--- src/rtl/cp0_regfile.sv ---
`default_nettype none
// ============================================================================
// Module      : cp0_regfile
// Description : Coprocessor-0 register file for SimpleCPU. It serves the MFC0
//               and MTC0 ports, commits exception and ERET state, and runs
//               the Count/Compare timer (enabled by defining CP0_TIMER_EN).
// Revision    : 1.0 - initial release
// ============================================================================
module cp0_regfile #(
    parameter int                    DATA_WIDTH     = 32,
    parameter int                    CP0_ADDR_WIDTH = 5,
    parameter logic [DATA_WIDTH-1:0] PRID           = 32'h0001_8000
) (
    input  logic                      clk,
    input  logic                      rst_n,
    input  logic                      reg_rw,
    input  logic [CP0_ADDR_WIDTH-1:0] read_addr,
    output logic [DATA_WIDTH-1:0]     read_data,
    input  logic [CP0_ADDR_WIDTH-1:0] write_addr,
    input  logic [DATA_WIDTH-1:0]     write_data,
    input  logic [5:0]                int_i,
    input  logic                      exc_valid,
    input  logic [4:0]                exc_code,
    input  logic [DATA_WIDTH-1:0]     exc_pc,
    input  logic                      exc_in_delay_slot,
    input  logic                      eret,
    output logic                      timer_int,
    output logic                      int_pending,
    output logic [DATA_WIDTH-1:0]     epc_o,
    output logic [DATA_WIDTH-1:0]     status_o
);

    localparam logic [CP0_ADDR_WIDTH-1:0] ADDR_COUNT   = CP0_ADDR_WIDTH'(9);
    localparam logic [CP0_ADDR_WIDTH-1:0] ADDR_COMPARE = CP0_ADDR_WIDTH'(11);
    localparam logic [CP0_ADDR_WIDTH-1:0] ADDR_STATUS  = CP0_ADDR_WIDTH'(12);
    localparam logic [CP0_ADDR_WIDTH-1:0] ADDR_CAUSE   = CP0_ADDR_WIDTH'(13);
    localparam logic [CP0_ADDR_WIDTH-1:0] ADDR_EPC     = CP0_ADDR_WIDTH'(14);
    localparam logic [CP0_ADDR_WIDTH-1:0] ADDR_PRID    = CP0_ADDR_WIDTH'(15);

    logic [7:0]            status_im;
    logic                  status_exl;
    logic                  status_ie;
    logic                  cause_bd;
    logic [5:0]            cause_ip_hw;
    logic [1:0]            cause_ip_sw;
    logic [4:0]            cause_exc_code;
    logic [DATA_WIDTH-1:0] epc;

    logic wr_status;
    logic wr_cause;
    logic wr_epc;
    logic fwd;

    logic [DATA_WIDTH-1:0] status_val;
    logic [DATA_WIDTH-1:0] cause_val;
    logic [DATA_WIDTH-1:0] status_fwd;
    logic [DATA_WIDTH-1:0] cause_fwd;

    assign wr_status = reg_rw && (write_addr == ADDR_STATUS);
    assign wr_cause  = reg_rw && (write_addr == ADDR_CAUSE);
    assign wr_epc    = reg_rw && (write_addr == ADDR_EPC);
    assign fwd       = reg_rw && (write_addr == read_addr);

    assign status_val = {{(DATA_WIDTH-16){1'b0}}, status_im, 6'b0, status_exl, status_ie};
    assign cause_val  = {cause_bd, {(DATA_WIDTH-17){1'b0}}, cause_ip_hw, cause_ip_sw,
                         1'b0, cause_exc_code, 2'b0};
    assign status_fwd = {{(DATA_WIDTH-16){1'b0}}, write_data[15:8], 6'b0, write_data[1:0]};
    assign cause_fwd  = {cause_bd, {(DATA_WIDTH-17){1'b0}}, cause_ip_hw, write_data[9:8],
                         1'b0, cause_exc_code, 2'b0};

`ifdef CP0_TIMER_EN
    logic [DATA_WIDTH-1:0] count;
    logic [DATA_WIDTH-1:0] compare;
    logic                  wr_count;
    logic                  wr_compare;

    assign wr_count   = reg_rw && (write_addr == ADDR_COUNT);
    assign wr_compare = reg_rw && (write_addr == ADDR_COMPARE);

    always_ff @(posedge clk) begin
        if (!rst_n) begin
            count     <= '0;
            compare   <= '0;
            timer_int <= 1'b0;
        end else begin
            count <= wr_count ? write_data : count + DATA_WIDTH'(1);
            if (wr_compare) begin
                compare <= write_data;
            end
            // A Compare write acknowledges the interrupt and wins over a new match.
            if (wr_compare) begin
                timer_int <= 1'b0;
            end else if ((compare != '0) && (count == compare)) begin
                timer_int <= 1'b1;
            end
        end
    end
`else
    assign timer_int = 1'b0;
`endif

    always_ff @(posedge clk) begin
        if (!rst_n) begin
            status_im      <= '0;
            status_exl     <= 1'b0;
            status_ie      <= 1'b0;
            cause_bd       <= 1'b0;
            cause_ip_hw    <= '0;
            cause_ip_sw    <= '0;
            cause_exc_code <= '0;
            epc            <= '0;
        end else begin
            cause_ip_hw <= {int_i[5] | timer_int, int_i[4:0]};
            // An exception drops any concurrent ERET and MTC0 to Status/Cause/EPC.
            if (exc_valid) begin
                cause_exc_code <= exc_code;
                if (!status_exl) begin
                    epc        <= exc_in_delay_slot ? exc_pc - DATA_WIDTH'(4) : exc_pc;
                    cause_bd   <= exc_in_delay_slot;
                    status_exl <= 1'b1;
                end
            end else begin
                if (wr_status) begin
                    status_im  <= write_data[15:8];
                    status_exl <= write_data[1];
                    status_ie  <= write_data[0];
                end
                if (eret) begin
                    status_exl <= 1'b0;
                end
                if (wr_cause) begin
                    cause_ip_sw <= write_data[9:8];
                end
                if (wr_epc) begin
                    epc <= write_data;
                end
            end
        end
    end

    always_comb begin
        read_data = '0;
        case (read_addr)
`ifdef CP0_TIMER_EN
            ADDR_COUNT:   read_data = fwd ? write_data : count;
            ADDR_COMPARE: read_data = fwd ? write_data : compare;
`endif
            ADDR_STATUS:  read_data = fwd ? status_fwd : status_val;
            ADDR_CAUSE:   read_data = fwd ? cause_fwd : cause_val;
            ADDR_EPC:     read_data = fwd ? write_data : epc;
            ADDR_PRID:    read_data = PRID;
            default:      read_data = '0;
        endcase
    end

    assign int_pending = status_ie & ~status_exl &
                         (|({cause_ip_hw, cause_ip_sw} & status_im));
    assign epc_o       = epc;
    assign status_o    = status_val;

endmodule
`default_nettype wire

--- config.mk ---
export PLATFORM = sky130hd
export DESIGN_NAME = cp0_regfile
export DESIGN_NICKNAME = d
export VERILOG_FILES = /design/src/rtl/cp0_regfile.sv
export SDC_FILE = /design/constraint.sdc
export NUM_CORES = 1
export LEC_CHECK = 0
export BUFFER_PORTS_ARGS = -buffer_cell sky130_fd_sc_hd__buf_2
export CORE_UTILIZATION = 51
export DETAILED_ROUTE_END_ITERATION = 16
export PLACE_DENSITY = 0.9
export SYNTH_ARGS = -nofsm -noshare
export SYNTH_HDL_FRONTEND = slang
export SYNTH_SLANG_ARGS = --single-unit
--- constraint.sdc ---
create_clock -name clk -period 7 [get_ports clk]
set_input_delay 1.4 -clock clk [delete_from_list [all_inputs] [get_ports clk]]
set_output_delay 1.4 -clock clk [all_outputs]
set_load 0.02 [all_outputs]
==> impl_metrics.yaml, run 1 <==
cells_and_area:
  nNetsFinal: 740
  antenna_cells: 0
  synthToLayoutAreaGrowth_pct: 21.8
  drive_gt1_frac: 0.307
  nFillCells: 687
  register_area_sq_mm: 0.00112
  multi_input_area_sq_mm: 0.00264
drt:
  ant_nets: 0
  num_vias: 4342
  drtIter0Drc: 178
  vias_per_cell: 5.80
  wl_microns: 12300
  drc_errors: 0
  first_pass_iters: 5
  routedWlPerCell_microns: 16.5
critical_path:
  worstReg2RegEnd: "epc_o[13]"
  cp-start-kind: "primary input"
  cp-startpoint: "write_addr[2]"
  worstPathArrival_ps: 3460
  cp_max_fo: 21
  timing.rr.start: "status_exl"
  crit_type: "primary input to output port"
  reg2reg_depth: 6
  cp.required_ps: 5600
  reg2reg_setup_slack_ps: 4610
  critPathCaptureType: "output port"
die:
  start_util: 0.540
  die_w_microns: 90.6
  fp.dieArea_sq_mm: 0.00820
  num_rows: 31
  io_pins: 189
  die_h_microns: 90.6
  coreArea_sq_mm: 0.00741
clock_tree:
  clockBufferDepth: 2
  path_clk_slew_ps: 110
  clock_sink_count: 56
  cts_setup_buffers: 0
  tritoncts: "done"
  cts_buffers: 5
  clockRootBuffer: "clkbuf_8"
  hold_buffers: 0
  post_cts_resized: 0
  cts_max_level: 2
  insertion_delay_ps: 320
synth:
  synth_compound_area_frac: 0.190
  synth_cell_type_count: 63
  ys_ff_latch: 56
  synth_edf_count: 0
  synth_warnings: 0
  synth_area_per_cell_sq_um: 7.88
  synthXorXnorAreaFrac: 0.0613
  synthMuxAreaShare: 0.128
  syn-cell-area_sq_mm: 0.00400
  synthFlopType: "dfxtp_1"
  netlist_instances: 508
  synth_top_family_by_area: "simple AND/OR/NAND/NOR gates"
  synth-async-reset-ratio: 0
  yosys.area_share.simple: 0.248
  seq_area_frac_synth: 0.280
  synth_fa_ha_area_frac: 0.00313
placed_design:
  dp_hpwl_microns: 9220
  port_buffers: 165
  gp_congestion: 0.847
sta:
  whs_ps: 465
  period_minus_slack_ps: 4860
  hold_violations: 0
  tightest_slew_ps: 1030
  fin_crit_sh: 0.694
  finClkSkew_ps: 12.8
  setup_violations: 0
  max_freq_mhz: 206
  rsz0062_at_grt: "no"
  slew_viol_final: 0
  slew_headroom: 0.311
  fin_setup_tns_ps: 0
min_path:
  holdPathStages: 2
  hold-path-endpoint: "cause_bd"
  hp-start: "cause_bd"
  hp-class: "flop to flop"
run_status:
  status: "finished, final reports clean"
power:
  powerDensity_mw_per_mm2: 152
  max-vdd-ir-drop_uv: 90.8
  p_leak_nw: 2.08
grt:
  grt-ovfl-total: 0
  grt_pass1_wl_microns: 19700
  grt_max_degree: 39
  gr-usage-all-layers: 0.293
  antenna_found_initial: 0
  grt_pass1_vias: 4100
run:
  cap_violations: 0
## worst max path at each step
| stage | end | cells past startpoint |
|---|---|---|
| 2_1_floorplan | read_data[1] | 7 |
| 3_3_place_gp | read_data[0] | 7 |
| 3_5_place_dp | read_data[0] | 7 |
| 4_1_cts | read_data[0] | 7 |
| 5_1_grt | read_data[0] | 7 |
| 6_report | read_data[0] | 7 |
## placed cells by master, fill, tap and decap left out, drive strengths merged, types with 6 or more instances in the layout
master / instances
buf: 171
nand2: 73
dfxtp: 56
mux2i: 51
a21oi: 45
nor2: 34
conb: 23
o21ai: 19
xor2: 18
nand3: 12
nor3: 12
xnor2: 10
nor4: 10
inv: 10
o211ai: 9
or3: 7
a221oi: 7
o221ai: 6
and2: 6
and3: 6
## cells by family after synthesis
group | Yosys count
buffers and inverters | 67
adders and majority gates | 1
xor gates and xnor gates | 28
DFF | 56
and+or+nand+nor | 190
other | 1
AOI/OAI and AO/OA | 114
muxes | 51
## cells in the mapped netlist (all sizes together), types with 4 or more instances
cell type / n / share of area
nor3: 12 / 0.020
a21oi: 45 / 0.056
nand3: 12 / 0.015
xnor2: 10 / 0.022
nor2: 34 / 0.033
and2: 6 / 0.0094
nor4: 10 / 0.017
and3: 6 / 0.0094
inv: 7 / 0.0066
a211oi: 5 / 0.0094
o211ai: 9 / 0.017
a221oi: 7 / 0.025
xor2: 18 / 0.039
o21a: 4 / 0.0075
buf: 36 / 0.060
clkbuf: 24 / 0.023
or3: 7 / 0.011
or4: 5 / 0.0094
dfxtp: 56 / 0.28
mux2i: 51 / 0.13
nand2: 73 / 0.068
o221ai: 6 / 0.013
o21ai: 19 / 0.024
nand4b: 5 / 0.013
## critical path, stage by stage
cell     delay (ps)
buf_2           110
xnor2_1         170
nand2_1         170
or4_1           920
o211a_1         270
nor4_1          210
buf_2           210
## area by class of cell
class,instances,share of cell area
inverters,7,0.00539
well taps,99,0.0254
repair buffers,171,0.179
clock inverters,3,0.00590
clock buffers,5,0.0141
multi-input cells,407,0.541
flip-flops and latches,56,0.230
## metrics by stage
| step | util | setup slack [ps] | std cells | power (mW) | area (sq um) |
|---|---|---|---|---|---|
| 2_1_floorplan | - | 2290 | 530 | 0.480 | 4080 |
| 3_3_place_gp | 0.645 | 2200 | 740 | 0.539 | 4780 |
| 3_5_place_dp | 0.645 | 2140 | 740 | 0.546 | 4780 |
| 4_1_cts | 0.658 | 2140 | 748 | 0.741 | 4870 |
| 5_1_grt | 0.658 | 1990 | 748 | 0.773 | 4870 |
| 6_report | 0.658 | 2140 | 748 | 0.740 | 4870 |
## per-layer routing
metal | wire (microns) | global-route usage | share of wire
met5 | 0 | 0 | 0
met3 | 919 | 0.0513 | 0.075
met1 | 5120 | 0.361 | 0.42
met2 | 6190 | 0.523 | 0.50
met4 | 86 | 0.0766 | 0.0070
## state kept, by name, summed over array words and instances, names as in the netlist
name            count
status_ie           1
status_exl          1
cause_ip_hw         6
status_im           8
cause_ip_sw         2
cause_bd            1
cause_exc_code      5
epc_o              32
## report_power, final
part	switching [mW]	internal (mW)	leakage (nW)
Clock	0.123	0.0760	0.0511
Combinational	0.119	0.0683	1.57
Sequential	0.0162	0.337	0.461
Note: power is estimated with default switching activity, not from simulation.
==> inputs of run 2 (changes only) <==
--- a/config.mk
+++ b/config.mk
@@ -6,9 +6,9 @@
 export NUM_CORES = 1
 export LEC_CHECK = 0
 export BUFFER_PORTS_ARGS = -buffer_cell sky130_fd_sc_hd__buf_2
-export CORE_UTILIZATION = 51
+export CORE_UTILIZATION = 47
 export DETAILED_ROUTE_END_ITERATION = 16
-export PLACE_DENSITY = 0.9
+export PLACE_DENSITY = 0.84
 export SYNTH_ARGS = -nofsm -noshare
 export SYNTH_HDL_FRONTEND = slang
 export SYNTH_SLANG_ARGS = --single-unit
==> constraint.sdc (replaced) <==
create_clock -name clk -period 4.64 [get_ports clk]
set_input_delay 0.928 -clock clk [delete_from_list [all_inputs] [get_ports clk]]
set_output_delay 0.928 -clock clk [all_outputs]
set_load 0.02 [all_outputs]
==> impl_metrics.yaml, run 2 (synthesis results as in run 1) <==
power:
  p_sw_mw: 0.372
  p_leak_nw: 2.09
  fin_total_pwr_mw: 1.09
  p_int_mw: 0.720
  switching_share: 0.341
  p_seq_frac: 0.487
  powerDensity_mw_per_mm2: 223
  max-vdd-ir-drop_uv: 146
  power.clock.fraction: 0.251
  comb_power_share: 0.262
cells_and_area:
  synthToLayoutAreaGrowth_pct: 22.6
  stdcell_count: 758
  largest_register_ffs: 32
  final_common_cell: "buf_2"
  nFillCells: 765
  nNetsFinal: 744
  finish.utilization: 0.597
  final_cell_mix: "165 x buf_2, 73 x nand2_1, 56 x dfxtp_1"
  fin_area_sq_mm: 0.00491
  drive_gt1_frac: 0.311
  antenna_cells: 0
clock_tree:
  clockRootBuffer: "clkbuf_8"
  post_cts_resized: 0
  insertion_delay_ps: 310
  cts_max_level: 2
  hold_buffers: 0
  clockBufferDepth: 2
  cts_setup_buffers: 0
  path_clk_slew_ps: 100
  clock_sink_count: 56
  cts_buffers: 5
  tritoncts: "done"
drt:
  drc_errors: 0
  wl_microns: 12300
  ant_nets: 0
  routedWlPerCell_microns: 16.3
  num_vias: 4357
  drtIter0Drc: 245
  first_pass_iters: 5
  vias_per_cell: 5.75
critical_path:
  critPathTopFamily: "simple AND/OR/NAND/NOR gates"
  max_stage_delay_ps: 650
  cpMostUsedCell: "buf_2"
  cp_max_fo: 27
  crit_path_top_delay_cell: "nand2_1"
  worstPathArrival_ps: 2700
  crit_buf_inv: 2
  cp.required_ps: 3710
  critPathCaptureType: "output port"
  crit_chain: "buf_2 > nor2b_1 > nand2_1 > a21oi_1 > buf_2"
  cp-start-kind: "primary input"
  crit_type: "primary input to output port"
  reg2reg_setup_slack_ps: 2100
sta:
  tightest_slew_ps: 1070
  slew_headroom: 0.286
  hold_violations: 0
  finClkSkew_ps: 8.03
  max_freq_mhz: 275
  whs_ps: 472
  fin_setup_tns_ps: 0
  slew_viol_final: 0
  rsz0062_at_grt: "no"
  period_minus_slack_ps: 3630
  layout_setup_ws_ps: 1010
  fin_crit_sh: 0.782
  setup_violations: 0
die:
  coreArea_sq_mm: 0.00822
  start_util: 0.487
  die_h_microns: 94.3
  fp.dieArea_sq_mm: 0.00889
  io_pins: 189
  die_w_microns: 94.3
  num_rows: 33
min_path:
  hp-class: "flop to flop"
placed_design:
  dp_cells: 750
  gp_congestion: 0.895
  port_buffers: 165
  dp_hpwl_microns: 9350
  place_ws_ps: 1020
  place_area_sq_mm: 0.00481
grt:
  grt_pass1_wl_microns: 19500
  grt_pass1_vias: 4054
  antenna_found_initial: 0
  gr-usage-all-layers: 0.279
  grt-ovfl-total: 0
  grt_max_degree: 35
run:
  cap_violations: 0
run_status:
  status: "finished, final reports clean"
==> run 2: cell count changes in the layout (fill, tap and decap cells not counted) <==
cell	delta
buf_4	+4
clkinv_4	+1
clkinvlp_4	+2
inv_6	-2
inv_8	-1
==> run 2: worst register-to-register path, stage by stage (launching register included) <==
cell and delay (ps):
dfxtp_1 700, nand2b_1 640, o41ai_2 360, buf_4 300
nand2_1 190, a211oi_1 70, a31o_1 200
==> run 2: path summary, 6_finish.rpt <==
check | start | endpoint | cells after the start
worst min register to register | cause_bd | cause_bd | 2
worst max register to register | status_exl | epc_o[13] | 6
worst min-delay path | cause_bd | cause_bd | 2
worst max-delay path | read_addr[1] | read_data[7] | 5
==> run 2: per-layer routing <==
layer / wire [microns] / vias up / global-route usage
met3: 966 / 23 / 0.0421
met5: 0 / - / 0
met4: 204 / 0 / 0.100
li1: - / 2069 / -
met2: 6000 / 226 / 0.475
met1: 5160 / 2039 / 0.354
==> run 2: cell type report <==
type / instances / area, sq um / area share
sequential: 56 / 1120 / 0.228
timing repair buffer: 175 / 901 / 0.184
multi-input combinational: 407 / 2640 / 0.537
inverter: 7 / 26.3 / 0.00535
clock buffer: 5 / 68.8 / 0.0140
clock inverter: 3 / 23.8 / 0.00484
tap: 105 / 131 / 0.0268
==> run 2: power by group through the flow <==
stage | combinational, mW | sequential [mW] | clock, mW
after floorplan | 0.162 | 0.563 | 0
after global placement | 0.276 | 0.542 | 0
after detailed placement | 0.284 | 0.543 | 0
after CTS | 0.285 | 0.532 | 0.281
after global routing | 0.311 | 0.536 | 0.298
final | 0.286 | 0.532 | 0.274
==> inputs of run 3 (changes only) <==
--- a/config.mk
+++ b/config.mk
@@ -5,10 +5,11 @@
 export SDC_FILE = /design/constraint.sdc
 export NUM_CORES = 1
 export LEC_CHECK = 0
+export ABC_AREA = 1
 export BUFFER_PORTS_ARGS = -buffer_cell sky130_fd_sc_hd__buf_2
-export CORE_UTILIZATION = 47
+export CORE_UTILIZATION = 44
 export DETAILED_ROUTE_END_ITERATION = 16
-export PLACE_DENSITY = 0.84
+export PLACE_DENSITY = 0.81
 export SYNTH_ARGS = -nofsm -noshare
 export SYNTH_HDL_FRONTEND = slang
 export SYNTH_SLANG_ARGS = --single-unit
==> constraint.sdc (replaced) <==
create_clock -name clk -period 3 [get_ports clk]
set_input_delay 0.6 -clock clk [delete_from_list [all_inputs] [get_ports clk]]
set_output_delay 0.6 -clock clk [all_outputs]
set_load 0.02 [all_outputs]
==> impl_metrics.yaml, run 3 <==
critical_path:
  worstPathArrival_ps: 2160
  timing.rr.start: "status_exl"
  cp_max_fo: 29
  reg2reg_depth: 7
  crit_path_top_delay_cell: "inv_2"
  crit_buf_inv: 4
  critPathCaptureType: "output port"
  reg2reg_setup_slack_ps: 1420
  max_stage_delay_ps: 400
  cp-start-kind: "primary input"
  cp-startpoint: "read_addr[1]"
  crit_type: "primary input to output port"
  crit_chain: "buf_2 > inv_2 > o22ai_1 > a21oi_1 > nand3_2 > inv_2 > o21ai_0 > nand2_1 > buf_2"
  cp.required_ps: 2400
  worstReg2RegEnd: "epc_o[24]"
  critPathTopFamily: "buffers and inverters"
cells_and_area:
  largest_register_ffs: 32
  stdcell_count: 982
  synthToLayoutAreaGrowth_pct: 20.3
  multi_input_area_sq_mm: 0.00266
  nFillCells: 1004
  antenna_cells: 0
  final_common_cell: "nand2_1"
  drive_gt1_frac: 0.258
  register_area_sq_mm: 0.00112
  final_cell_mix: "174 x nand2_1, 165 x buf_2, 83 x nor2_1"
  nNetsFinal: 944
min_path:
  hold-path-endpoint: "cause_ip_hw[0]"
  hp-class: "primary input to flop"
  hp-start: "int_i[0]"
  holdPathStages: 3
sta:
  finClkSkew_ps: 6.77
  max_freq_mhz: 362
  period_minus_slack_ps: 2760
  fin_setup_tns_ps: 0
  fin_crit_sh: 0.922
  slew_viol_final: 0
  tightest_slew_ps: 686
  hold_violations: 0
  rsz0062_at_grt: "no"
  slew_headroom: 0.542
  setup_violations: 0
synth:
  synth_top_area_share: 0.260
  ys_ff_latch: 56
  seq_area_frac_synth: 0.260
  synthFlopType: "dfxtp_1"
  synthTopCellsByCount: "174 x nand2_1, 83 x nor2_1, 71 x o21ai_0"
  synth_area_per_cell_sq_um: 6.12
  yosys.cell_count.top_type: "nand2_1"
  yosysTopAreaCell: "dfxtp_1"
  synth_cell_type_count: 49
  syn-cell-area_sq_mm: 0.00432
  synth_edf_count: 0
  synth-async-reset-ratio: 0
  synthTopCellsByArea: "dfxtp_1 26%, nand2_1 15%, o21ai_0 8.2%, nor2_1 7.2%, a21oi_1 6.5%"
  netlist_instances: 706
  synth_warnings: 0
clock_tree:
  post_cts_resized: 0
  clockBufferDepth: 2
  cts_setup_buffers: 0
  hold_buffers: 0
  path_clk_slew_ps: 110
  cts_max_level: 2
  tritoncts: "done"
  cts_buffers: 5
  insertion_delay_ps: 320
  clock_sink_count: 56
  clockRootBuffer: "clkbuf_8"
drt:
  ant_nets: 0
  vias_per_cell: 5.14
  drc_errors: 0
  num_vias: 5049
  drtIter0Drc: 308
  wl_microns: 13700
  first_pass_iters: 5
  routedWlPerCell_microns: 14.0
die:
  start_util: 0.461
  coreArea_sq_mm: 0.00937
  die_h_microns: 101
  io_pins: 189
  num_rows: 35
  fp.dieArea_sq_mm: 0.0102
  die_w_microns: 101
grt:
  grt_pass1_wl_microns: 21300
  grt-ovfl-total: 0
  antenna_found_initial: 0
  grt_max_degree: 60
  grt_pass1_vias: 4371
  gr-usage-all-layers: 0.267
power:
  max-vdd-ir-drop_uv: 201
  p_leak_nw: 2.70
  powerDensity_mw_per_mm2: 331
placed_design:
  port_buffers: 165
  gp_congestion: 0.923
  dp_hpwl_microns: 10400
  dp_cells: 974
run:
  cap_violations: 0
run_status:
  status: "finished, final reports clean"
[run 3: cell types whose count changed in the layout (fill, tap and decap cells not counted), moves of 7 or more]
cell,change
o21ai_0,+69
a21oi_1,+11
inv_1,+56
xnor2_1,-9
nand2_1,+101
nand3_1,+30
nor2_1,+50
or3_1,-7
xor2_1,-12
nor2_4,+7
mux2i_1,-51
[run 3: worst min-delay path, cell delays in order]
cell	delay, ps
buf_2	70
nand2_1	40
inv_1	40
[run 3: layout make-up]
type	instances	share of cell area
clock buffers	6	0.0140
clock inverters	2	0.00313
inverters	69	0.0498
multi-input cells	546	0.512
flip-flops and latches	56	0.216
well taps	129	0.0311
repair buffers	174	0.174
[run 3: through the flow]
| step | hold WS, ps | instance area (sq um) | power [mW] | utilization | setup slack (ps) |
|---|---|---|---|---|---|
| 4_1_cts | 453 | 5200 | 1.72 | 0.555 | 286 |
| 3_5_place_dp | 475 | 5110 | 1.29 | 0.545 | 291 |
| 6_report | 455 | 5200 | 1.72 | 0.555 | 235 |
| 5_1_grt | 451 | 5200 | 1.81 | 0.555 | 88.4 |
| 3_3_place_gp | 474 | 5110 | 1.29 | 0.545 | 312 |
| 2_1_floorplan | 458 | 4400 | 1.14 | - | 767 |
[run 3: logic make-up after synthesis]
logic type	share of synthesized area
compound gates	0.219
xor+xnor	0.0142
fa+ha+maj	0.00290
buf+inv	0.143
flops	0.260
other cells	0.000868
simple gates	0.360
[run 3: layer usage]
metal / share of wire / up-vias / wire, microns / track usage
met3: 0.087 / 20 / 1190 / 0.0610
met1: 0.43 / 2241 / 5900 / 0.339
met2: 0.47 / 228 / 6420 / 0.450
li1: - / 2560 / - / -
met4: 0.017 / 0 / 234 / 0.0747
met5: 0 / - / 0 / 0
[run 3: how the worst max path moves through the flow]
stage | to | cells past startpoint
after CTS | read_data[5] | 9
after global placement | read_data[5] | 9
after detailed placement | read_data[5] | 9
final | read_data[5] | 9
after global routing | read_data[5] | 9
after floorplan | read_data[22] | 8
[run 3: power by group]
| group | leakage, nW | internal, mW | total, mW | switching (mW) |
|---|---|---|---|---|
| Sequential | 0.461 | 0.789 | 0.824 | 0.0352 |
| Combinational | 2.19 | 0.151 | 0.455 | 0.305 |
| Clock | 0.0414 | 0.167 | 0.440 | 0.273 |
